## src/rtl/edge_event_counter.sv

```systemverilog
// Edge event counter: synchronises an asynchronous event input, detects a selectable
// edge and counts up/down with wrap or saturate, clear, load, compare match and sticky overflow.
module edge_event_counter #(
    parameter int WIDTH       = 16,
    parameter int SYNC_STAGES = 2
) (
    input  logic             clk,
    input  logic             reset,
    input  logic             signal,
    input  logic             enable,
    input  logic [1:0]       edge_sel,
    input  logic             up_down,
    input  logic             wrap_en,
    input  logic             clear,
    input  logic             load,
    input  logic [WIDTH-1:0] load_value,
    input  logic [WIDTH-1:0] compare_value,
    input  logic             ovf_clear,
    output logic [WIDTH-1:0] count,
    output logic             event_pulse,
    output logic             match,
    output logic             overflow
);

    localparam int ARM_CYCLES = SYNC_STAGES + 1;
    localparam int ARM_W      = $clog2(ARM_CYCLES + 1);

    logic [SYNC_STAGES-1:0] r_sync;
    logic [SYNC_STAGES-1:0] w_sync_d;
    logic                   r_prev;
    logic [ARM_W-1:0]       r_arm_cnt;
    logic [WIDTH-1:0]       r_count;
    logic [WIDTH-1:0]       w_count_next;
    logic                   r_event_pulse;
    logic                   r_overflow;

    logic w_armed;
    logic w_rise;
    logic w_fall;
    logic w_edge_hit;
    logic w_event;
    logic w_at_limit;
    logic w_ovf_set;

    genvar gi;
    generate
        for (gi = 0; gi < SYNC_STAGES; gi++) begin : g_sync
            if (gi == 0) begin : g_first
                assign w_sync_d[gi] = signal;
            end else begin : g_rest
                assign w_sync_d[gi] = r_sync[gi-1];
            end
        end
    endgenerate

    always_ff @(posedge clk or negedge reset) begin
        if (!reset) begin
            r_sync <= '0;
            r_prev <= 1'b0;
        end else begin
            r_sync <= w_sync_d;
            r_prev <= r_sync[SYNC_STAGES-1];
        end
    end

    // Edges are ignored until the chain has been refilled with real samples after reset.
    assign w_armed = (r_arm_cnt == ARM_W'(ARM_CYCLES));

    always_ff @(posedge clk or negedge reset) begin
        if (!reset) begin
            r_arm_cnt <= '0;
        end else if (!w_armed) begin
            r_arm_cnt <= r_arm_cnt + ARM_W'(1);
        end
    end

    assign w_rise = r_sync[SYNC_STAGES-1] & ~r_prev;
    assign w_fall = ~r_sync[SYNC_STAGES-1] & r_prev;

    always_comb begin
        w_edge_hit = 1'b0;
        case (edge_sel)
            2'b00:   w_edge_hit = w_rise;
            2'b01:   w_edge_hit = w_fall;
            2'b10:   w_edge_hit = w_rise | w_fall;
            default: w_edge_hit = 1'b0;
        endcase
    end

    assign w_event    = w_armed & w_edge_hit & enable;
    assign w_at_limit = up_down ? (r_count == {WIDTH{1'b1}}) : (r_count == '0);
    assign w_ovf_set  = w_event & w_at_limit & ~clear & ~load;

    always_comb begin
        w_count_next = r_count;
        if (clear) begin
            w_count_next = '0;
        end else if (load) begin
            w_count_next = load_value;
        end else if (w_event) begin
            if (up_down) begin
                if (w_at_limit) begin
                    w_count_next = wrap_en ? '0 : {WIDTH{1'b1}};
                end else begin
                    w_count_next = r_count + WIDTH'(1);
                end
            end else begin
                if (w_at_limit) begin
                    w_count_next = wrap_en ? {WIDTH{1'b1}} : '0;
                end else begin
                    w_count_next = r_count - WIDTH'(1);
                end
            end
        end
    end

    always_ff @(posedge clk or negedge reset) begin
        if (!reset) begin
            r_count       <= '0;
            r_event_pulse <= 1'b0;
            r_overflow    <= 1'b0;
        end else begin
            r_count       <= w_count_next;
            r_event_pulse <= w_event;
            // Setting takes precedence so a limit hit is never lost to a concurrent clear.
            if (w_ovf_set) begin
                r_overflow <= 1'b1;
            end else if (ovf_clear) begin
                r_overflow <= 1'b0;
            end
        end
    end

    assign count       = r_count;
    assign event_pulse = r_event_pulse;
    assign overflow    = r_overflow;
    assign match       = (r_count == compare_value);

endmodule

```

## config.mk

```make
export PLATFORM = sky130hd
export DESIGN_NAME = edge_event_counter
export DESIGN_NICKNAME = d
export VERILOG_FILES = /design/src/rtl/edge_event_counter.sv
export SDC_FILE = /design/constraint.sdc
export NUM_CORES = 1
export LEC_CHECK = 0
export BUFFER_PORTS_ARGS = -buffer_cell sky130_fd_sc_hd__buf_2
export CAP_MARGIN = 20
export CORE_MARGIN = 4
export CORE_UTILIZATION = 45
export DETAILED_ROUTE_END_ITERATION = 10
export PLACE_DENSITY_LB_ADDON = 0.1
export SETUP_SLACK_MARGIN = 0.15
export SYNTH_ARGS = -nofsm -noshare
export SYNTH_HDL_FRONTEND = slang
export SYNTH_SLANG_ARGS = --single-unit
```

## constraint.sdc

```tcl
create_clock -name clk -period 1.9 [get_ports clk]
set_input_delay 0.285 -clock clk [delete_from_list [all_inputs] [get_ports clk]]
set_output_delay 0.285 -clock clk [all_outputs]
set_load 0.05 [all_outputs]
```

==> results of run 1 <==
state kept, by name, summed over array words and instances (netlist names):
name,cells
r_prev,1
r_arm_cnt,2
overflow,1
count,16
event_pulse,1
r_sync,2
stage by stage:
stage | std cells | TNS, ps | hold WS [ps] | total power (W)
finish | 502 | -2650 | 9.79 | 0.00195
global route | 502 | -4170 | 41.2 | 0.00204
CTS | 489 | -1560 | 16.6 | 0.00182
detailed placement | 462 | -2690 | 322 | 0.00135
global placement | 462 | -1620 | 314 | 0.00135
floorplan | 293 | -3250 | -10.6 | 0.00103
cell type report:
cell class,instances,area share
Clock buffer,3,0.0106
Clock inverter,1,0.00193
Sequential cell,23,0.152
Timing Repair Buffer,163,0.304
Multi-Input combinational cell,222,0.486
Inverter,23,0.0235
Tap cell,67,0.0215
how the worst max path moves through the flow:
stage / from / cells after the start / to / slack [ps]
global placement: r_sync[1] / 8 / count[14] / -200
floorplan: count[8] / 8 / count[7] / -290
finish: r_sync[1] / 8 / count[14] / -220
detailed placement: r_sync[1] / 8 / count[14] / -290
global route: r_sync[1] / 8 / count[14] / -330
CTS: r_sync[1] / 8 / count[14] / -200
cell families (layout without fill, tap and decap cells):
family	Yosys count	after routing	share of synthesized area
muxes	1	1	0.00495
xor gates and xnor gates	31	31	0.119
AOI/OAI and AO/OA	102	102	0.290
adders and majority gates	5	5	0.0275
DFF	23	23	0.253
buffers and inverters	48	190	0.0947
and+or+nand+nor	83	83	0.210
power by group through the flow:
| stage | clock [W] | combinational, W | sequential [W] |
|---|---|---|---|
| after floorplan | 0 | 0.000376 | 0.000659 |
| after global placement | 0 | 0.000774 | 0.000573 |
| after detailed placement | 0 | 0.000780 | 0.000575 |
| after CTS | 0.000341 | 0.000920 | 0.000562 |
| after global routing | 0.000366 | 0.00111 | 0.000568 |
| final | 0.000342 | 0.00105 | 0.000564 |
what timing repair did:
action	in CTS	in global routing
hold endpoints to repair	0	0
resized for setup	54	53
hold buffers	0	0
buffers inserted	23	13
endpoints found under the setup margin	19	19
pin swaps	24	21
metal layers:
metal / global-route usage / routed length (um)
met5: 0 / 0
met4: 0.0928 / 199
met3: 0.0408 / 852
met2: 0.497 / 4650
met1: 0.394 / 3850
placed cells by master (no fill, tap or decap), types with 4 or more instances in the layout:
cell type / netlist / layout
a21oi_1: 31 / 28
a31oi_1: 10 / 10
buf_2: 6 / 60
buf_4: 1 / 78
buf_6: 3 / 23
dfrtp_1: 23 / 9
dfrtp_2: 0 / 14
inv_1: 23 / 20
nand2_1: 16 / 14
nand4_1: 11 / 11
nor2_1: 16 / 15
nor3_1: 10 / 5
nor3_2: 0 / 4
nor4_4: 2 / 4
o21ai_0: 20 / 6
o21ai_1: 0 / 6
o21ai_2: 0 / 7
o31ai_1: 11 / 8
o31ai_2: 1 / 4
xnor2_1: 23 / 9
xnor2_2: 0 / 14
xor2_1: 8 / 8
==> impl_metrics.yaml, run 1 <==
status:
  outcome: "finished with violations"
  violations: "setup timing"
logic_synthesis:
  synth_top_area_share: 0.253
  netlist_area_um2: 2270
  yosys_warnings: 0
  async_flop_share: 1.00
  synth_fp_nets: 341
  yosysMostFrequentCell: "a21oi_1"
  synthFlopType: "dfrtp_1"
  synth_seq_cells: 23
  synth.distinct_cells: 52
  yosys.area.top_type: "dfrtp_1"
  synth_seq_area_share: 0.253
  ys_top_cells_by_count: "a21oi_1 (31), dfrtp_1 (23), inv_1 (23), xnor2_1 (23), o21ai_0 (20)"
  netlist_top_cells_area: "dfrtp_1 (25%), xnor2_1 (8.9%), a21oi_1 (6.8%), o21ai_0 (4.4%), inv_1 (3.8%)"
  synth_edf_count: 0
  syn-instance-count: 293
  synth_area_per_cell_um2: 7.76
global_routing:
  track_usage: 0.297
  gr-total-overflow: 0
  grt_max_degree: 24
  grt_pass1_wl_um: 14500
  antenna_found_initial: 0
  grt_pass1_vias: 2879
setup_path:
  crit_path_end_kind: "register"
  max_stage_delay_ps: 430
  critPathBufInv: 1
  rr_worst_depth: 8
  start_kind: "register"
  cp.arrival_ps: 2290
  r2r_slack_ps: -220
  crit_path_top_delay_cell: "or4_4"
  timing.rr.start: "r_sync[1]"
  crit_fanout: 4
  critPathTopFamily: "simple AND/OR/NAND/NOR gates"
  required_ps: 2070
  path_cells: "inv_1 -> ha_1 -> nor2b_2 -> a211oi_2 -> or3_4 -> or4_4 -> a221oi_2 -> nor3_1"
  worst_r2r_endpoint: "count[14]"
  crit_type: "register to register"
final_layout:
  regArea_um2: 593
  fillers: 336
  final_util: 0.809
  finalNetCount: 484
  drive_gt1_frac: 0.582
  area_growth_pct: 71.3
  antenna_cells: 0
  final_cell_area_um2: 3890
  multi_input_area_um2: 1890
detailed_routing:
  drt_wl_total_um: 9550
  drc: 0
  drt_pass1_iterations: 4
  ant_nets: 0
  wl_per_cell_um: 19.0
  drt_iter0_markers: 294
  vias_per_cell: 5.86
  vias: 2941
timing:
  fin_worst_skew_ps: 4.53
  min_period_ps: 2120
  setup_slack_ps: -223
  rsz0062_at_grt: "yes"
  finalSetupViolCount: 18
  timing.final.max_slew_violations: 0
  slew_headroom: 0.587
  fmax_mhz: 471
  tightestPinTransition_ps: 619
  final-hold-violation-count: 0
  fin_crit_sh: 1.12
power:
  sequentialPowerShare: 0.289
  p_sw_w: 0.000805
  p_leak_nw: 1.78
  netSwitchingFraction: 0.412
  power_frac_comb: 0.536
  p_int_w: 0.00115
  p_clk_frac: 0.175
  peakVddDrop_uv: 370
  p_per_area_nw_per_um2: 501
clocking:
  cts.clk_slew.worst_paths_ps: 100
  clock_path_buffers: 2
  h-tree-depth: 1
  cts_tree: "yes"
  clock-sinks: 23
  clk_latency_ps: 270
  cts_buffers: 3
  root_buffer: "clkbuf_8"
placement:
  hpwl_um: 6410
  portBuffers: 61
  gp_congestion: 1.03
  dp_slack_ps: -292
  postPlaceCellArea_um2: 3130
floorplan:
  rows: 25
  initial_core_util: 0.472
  core_area_um2: 4820
  die_w_um: 79.1
  die_h_um: 79.1
  die_area_um2: 6250
  pin_count: 62
flow_run:
  max_cap_violations: 0
min_path:
  hold_path.class: "input pin to async pin"
(Power assumes the default switching activity.)
==> run 2, diff against run 1 <==
--- a/config.mk
+++ b/config.mk
@@ -5,6 +5,7 @@
 export SDC_FILE = /design/constraint.sdc
 export NUM_CORES = 1
 export LEC_CHECK = 0
+export ABC_AREA = 1
 export BUFFER_PORTS_ARGS = -buffer_cell sky130_fd_sc_hd__buf_2
 export CAP_MARGIN = 20
 export CORE_MARGIN = 4
==> impl_metrics.yaml, run 2 <==
logic_synthesis:
  synth_top_area_share: 0.220
  synth_edf_count: 0
  yosys_warnings: 0
  synth.distinct_cells: 37
  synth_seq_cells: 23
  yosys.area.top_type: "dfrtp_1"
  syn-instance-count: 414
  synth_seq_area_share: 0.220
  synth_area_per_cell_um2: 6.31
  ys_top_cells_by_count: "nand2_1 (146), nor2_1 (58), nand3_1 (31), inv_1 (28), dfrtp_1 (23)"
  synth_fp_nets: 462
  netlist_area_um2: 2610
  async_flop_share: 1.00
  synthFlopType: "dfrtp_1"
  netlist_top_cells_area: "dfrtp_1 (22%), nand2_1 (21%), nor2_1 (8.3%), xnor2_1 (6.0%), nand3_1 (5.9%)"
  yosysMostFrequentCell: "nand2_1"
min_path:
  hold_path_depth: 1
  hold_path.class: "input pin to register"
  hold_start: "signal"
  min_to: "r_sync[0]"
setup_path:
  start_kind: "register"
  required_ps: 1620
  crit_fanout: 5
  timing.rr.start: "count[0]"
  crit_path_end_kind: "output pin"
  r2r_slack_ps: 40
  cp.arrival_ps: 1600
  rr_worst_depth: 13
  crit_type: "register to output pin"
  worst_r2r_endpoint: "count[0]"
power:
  netSwitchingFraction: 0.452
  peakVddDrop_uv: 305
  p_sw_w: 0.000916
  p_clk_frac: 0.164
  p_int_w: 0.00111
  total_power_w: 0.00203
  p_leak_nw: 1.82
  power_frac_comb: 0.523
  sequentialPowerShare: 0.313
  p_per_area_nw_per_um2: 574
placement:
  postPlaceCellArea_um2: 3020
  hpwl_um: 5650
  gp_congestion: 0.902
  portBuffers: 61
  placed_cells: 536
final_layout:
  final_common_cell: "nand2_1"
  drive_gt1_frac: 0.393
  antenna_cells: 0
  largest_reg_flops: 16
  final_cell_mix: "nand2_1 (137), buf_2 (60), nor2_1 (54), buf_4 (33), nand3_1 (29)"
  finalNetCount: 553
  final_util: 0.633
  multi_input_area_um2: 1900
  area_growth_pct: 35.2
  final_cell_area_um2: 3530
  regArea_um2: 601
  final-instance-count-excl-fill: 576
  fillers: 546
timing:
  fmax_mhz: 530
  min_period_ps: 1890
  rsz0062_at_grt: "yes"
  final-hold-violation-count: 0
  fin_crit_sh: 0.993
  fin_worst_skew_ps: 6.14
  timing.final.max_slew_violations: 0
  tightestPinTransition_ps: 551
  slew_headroom: 0.633
  finalSetupViolCount: 0
floorplan:
  core_area_um2: 5570
  pin_count: 62
  rows: 27
  die_h_um: 84.2
  die_area_um2: 7090
  die_w_um: 84.2
  initial_core_util: 0.468
clocking:
  root_buffer: "clkbuf_8"
  clock-sinks: 23
  cts_buffers: 3
  h-tree-depth: 1
  clk_latency_ps: 280
  cts_tree: "yes"
  cts.clk_slew.worst_paths_ps: 100
  clock_path_buffers: 2
global_routing:
  grt_pass1_wl_um: 13300
  track_usage: 0.226
  antenna_found_initial: 0
  grt_pass1_vias: 2838
  gr-total-overflow: 0
  grt_max_degree: 33
detailed_routing:
  drt_wl_total_um: 8010
  drt_pass1_iterations: 5
  drc: 0
  drt_iter0_markers: 252
  ant_nets: 0
  vias_per_cell: 4.99
  vias: 2875
  wl_per_cell_um: 13.9
status:
  outcome: "finished, final reports clean"
flow_run:
  max_cap_violations: 0
[run 2: changes by cell type in the layout (fill, tap and decap cells not counted), moves of 16 or more]
cell | previous run | this run
nand2_1 | 14 | 137
nand3_1 | 2 | 29
buf_4 | 78 | 33
buf_6 | 23 | 7
a21oi_1 | 28 | 3
nor2_1 | 15 | 54
[run 2: kinds of logic (layout without fill, tap and decap cells)]
family                   Yosys count  in the layout  synth area share
adder cells (fa/ha/maj)            5              5            0.0240
flip-flops                        23             23             0.220
AND/OR/NAND/NOR                  276            276             0.478
multiplexers                       1              1           0.00431
AO/OA/AOI/OAI                     20             20            0.0527
XOR/XNOR                          30             30             0.101
buffers and inverters             59            149             0.120
[run 2: area by class of cell]
class,count,area share
multi-input cells,332,0.538
repair buffers,105,0.203
flip-flops and latches,23,0.170
inverters,39,0.0479
well taps,72,0.0255
clock buffers,3,0.0117
clock inverters,1,0.00213
repair inverters,1,0.00177
[run 2: how the worst max path moves through the flow]
stage	slack (ps)	start	to	cells past startpoint
floorplan	50	count[5]	match	5
finish	10	count[11]	match	6
CTS	8	count[11]	match	6
global placement	-60	count[0]	count[4]	10
detailed placement	-100	count[0]	count[3]	10
global route	-80	count[0]	count[11]	13
[run 2: what timing repair did]
item | 4_1_cts | 5_1_grt
endpoints found under the hold margin | 14 | 0
pin swaps | 12 | 10
endpoints found under the setup margin | 16 | 18
gates cloned | 1 | 0
hold buffers | 1 | 0
gates resized for setup | 18 | 21
setup buffers | 27 | 7
[run 2: power groups by stage]
stage	combinational [W]	sequential, W	clock [W]
global route	0.00116	0.000641	0.000366
global placement	0.000841	0.000675	0
detailed placement	0.000847	0.000678	0
finish	0.00106	0.000634	0.000333
floorplan	0.000599	0.000728	0
CTS	0.00102	0.000631	0.000347
[run 2: through the flow]
stage / TNS (ps) / setup slack [ps] / hold WS, ps
finish: 0 / 12.9 / 105
CTS: 0 / 7.62 / 97.0
global route: -802 / -78.7 / 92.5
detailed placement: -860 / -105 / 308
global placement: -280 / -60.8 / 301
floorplan: 0 / 46.3 / -10.6
[run 2: critical path: stages, from the launching register on]
cell	delay, ps
dfrtp_2	420
inv_2	90
or2_2	110
o2111ai_1	110
nor3_1	210
nor3b_4	210
buf_6	180
[run 2: routing by layer]
layer,GRT usage,part of all wire
met2,0.367,0.46
met3,0.0265,0.067
met1,0.312,0.46
met5,0,0
met4,0.0789,0.018
==> run 3, diff against run 2 <==
--- a/config.mk
+++ b/config.mk
@@ -8,10 +8,9 @@
 export ABC_AREA = 1
 export BUFFER_PORTS_ARGS = -buffer_cell sky130_fd_sc_hd__buf_2
 export CAP_MARGIN = 20
-export CORE_MARGIN = 4
 export CORE_UTILIZATION = 45
 export DETAILED_ROUTE_END_ITERATION = 10
-export PLACE_DENSITY_LB_ADDON = 0.1
+export PLACE_DENSITY = 0.82
 export SETUP_SLACK_MARGIN = 0.15
 export SYNTH_ARGS = -nofsm -noshare
 export SYNTH_HDL_FRONTEND = slang
==> impl_metrics.yaml, run 3 (synthesis gave the netlist of run 2 again) <==
floorplan:
  pin_count: 62
  initial_core_util: 0.471
  die_area_um2: 6110
  die_h_um: 78.2
  rows: 27
  die_w_um: 78.2
  core_area_um2: 5540
clocking:
  cts_buffers: 3
  h-tree-depth: 1
  clock_path_buffers: 2
  cts_tree: "yes"
  clock-sinks: 23
  root_buffer: "clkbuf_8"
  cts.clk_slew.worst_paths_ps: 100
  clk_latency_ps: 290
final_layout:
  final_common_cell: "nand2_1"
  final_cell_mix: "nand2_1 (126), buf_2 (60), nor2_1 (52), buf_4 (40), inv_1 (22)"
  area_growth_pct: 46.7
  drive_gt1_frac: 0.458
  finalNetCount: 567
  antenna_cells: 0
  largest_reg_flops: 16
timing:
  fmax_mhz: 503
  min_period_ps: 1990
  fin_worst_skew_ps: 7.03
  final-hold-violation-count: 0
  timing.final.max_slew_violations: 0
  rsz0062_at_grt: "yes"
  finalSetupViolCount: 14
  setup_slack_ps: -88.8
  fin_hold_ws_ps: 100
  slew_headroom: 0.630
  tightestPinTransition_ps: 555
  fin_crit_sh: 1.05
global_routing:
  grt_max_degree: 27
  grt_pass1_vias: 3100
  track_usage: 0.297
  grt_pass1_wl_um: 14200
  antenna_found_initial: 0
  gr-total-overflow: 0
detailed_routing:
  drt_iter0_markers: 297
  drt_pass1_iterations: 5
  vias: 3268
  drt_wl_total_um: 9680
  vias_per_cell: 5.54
  drc: 0
  wl_per_cell_um: 16.4
  ant_nets: 0
power:
  p_int_w: 0.00117
  peakVddDrop_uv: 442
  netSwitchingFraction: 0.470
  p_per_area_nw_per_um2: 578
  power_frac_comb: 0.551
  p_clk_frac: 0.156
  p_sw_w: 0.00104
  sequentialPowerShare: 0.293
  p_leak_nw: 1.96
setup_path:
  start_kind: "register"
  rr_worst_depth: 11
  crit_type: "register to register"
  crit_path_end_kind: "register"
  cp.arrival_ps: 2180
  timing.rr.start: "count[7]"
  worst_r2r_endpoint: "count[11]"
  worstSetupEndpoint: "count[11]"
  r2r_slack_ps: -90
  crit_start: "count[7]"
  required_ps: 2090
  crit_fanout: 6
min_path:
  hold_path.class: "input pin to register"
placement:
  dp_slack_ps: -55.2
  hpwl_um: 5540
  portBuffers: 61
  gp_congestion: 0.959
status:
  violations: "setup timing"
  outcome: "finished with violations"
flow_run:
  max_cap_violations: 0
-- run 3: cell types whose count changed in the layout (fill, tap and decap cells not counted), moves of 7 or more --
cell / previous run / this run
nand3_1: 29 / 19
buf_4: 33 / 40
nand3_2: 3 / 13
nand2_2: 13 / 20
nand2_1: 137 / 126
nor2_4: 7 / 14
-- run 3: cell type report --
class	instances	area [um^2]
Clock buffer	3	41.3
Clock inverter	1	7.51
Fill cell	414	1710
Inverter	39	169
Multi-Input combinational cell	332	2050
Sequential cell	23	601
Tap cell	72	90.1
Timing Repair Buffer	119	866
Timing Repair inverter	1	7.51
-- run 3: critical path: stages (launching register included) --
cell	delay [ps]
dfrtp_2	480
buf_6	160
nor2_4	110
nand2_2	80
nor2_4	120
nand3_4	120
o21ai_4	230
clkinvlp_4	280
nand2_1	120
nand3_1	70
nand2_1	70
nand2_1	50
-- run 3: repair_timing --
item                                   CTS  global route
endpoints found under the hold margin    8             0
buffers inserted                        28            20
gates resized for setup                 47            35
gates cloned                             1             0
pin swaps                               23            30
hold buffers                             1             0
setup endpoints to repair               16            17
-- run 3: power groups by stage --
stage | Combinational [W] | Clock, W | Sequential [W]
after global routing | 0.00131 | 0.000371 | 0.000652
after CTS | 0.00105 | 0.000349 | 0.000638
after detailed placement | 0.000846 | 0 | 0.000675
final | 0.00122 | 0.000346 | 0.000648
after floorplan | 0.000599 | 0 | 0.000728
after global placement | 0.000836 | 0 | 0.000671
-- run 3: worst min path at each step --
stage,cells past startpoint,slack [ps],endpoint,from
after floorplan,0,-10,count[10],reset
after global placement,1,290,r_sync[0],reset
after detailed placement,1,310,r_sync[1],reset
after CTS,1,100,r_sync[0],signal
after global routing,1,100,r_sync[0],signal
final,1,100,r_sync[0],signal
-- run 3: per-layer routing --
layer,up-vias,share of wire,global-route usage
met3,61,0.10,0.0581
li1,1495,-,-
met5,-,0,0
met1,1486,0.37,0.350
met2,226,0.48,0.516
met4,0,0.045,0.137
-- run 3: metrics by stage --
step           total power (W)  instances  setup TNS [ps]   util  cell area [um^2]
6_report               0.00222        590            -655  0.692              3830
5_1_grt                0.00233        590           -1420  0.692              3830
4_1_cts                0.00204        570           -46.3  0.638              3530
3_5_place_dp           0.00152        536            -242  0.547              3030
3_3_place_gp           0.00151        536           -19.7  0.547              3030
2_1_floorplan          0.00133        414               0      -              2720
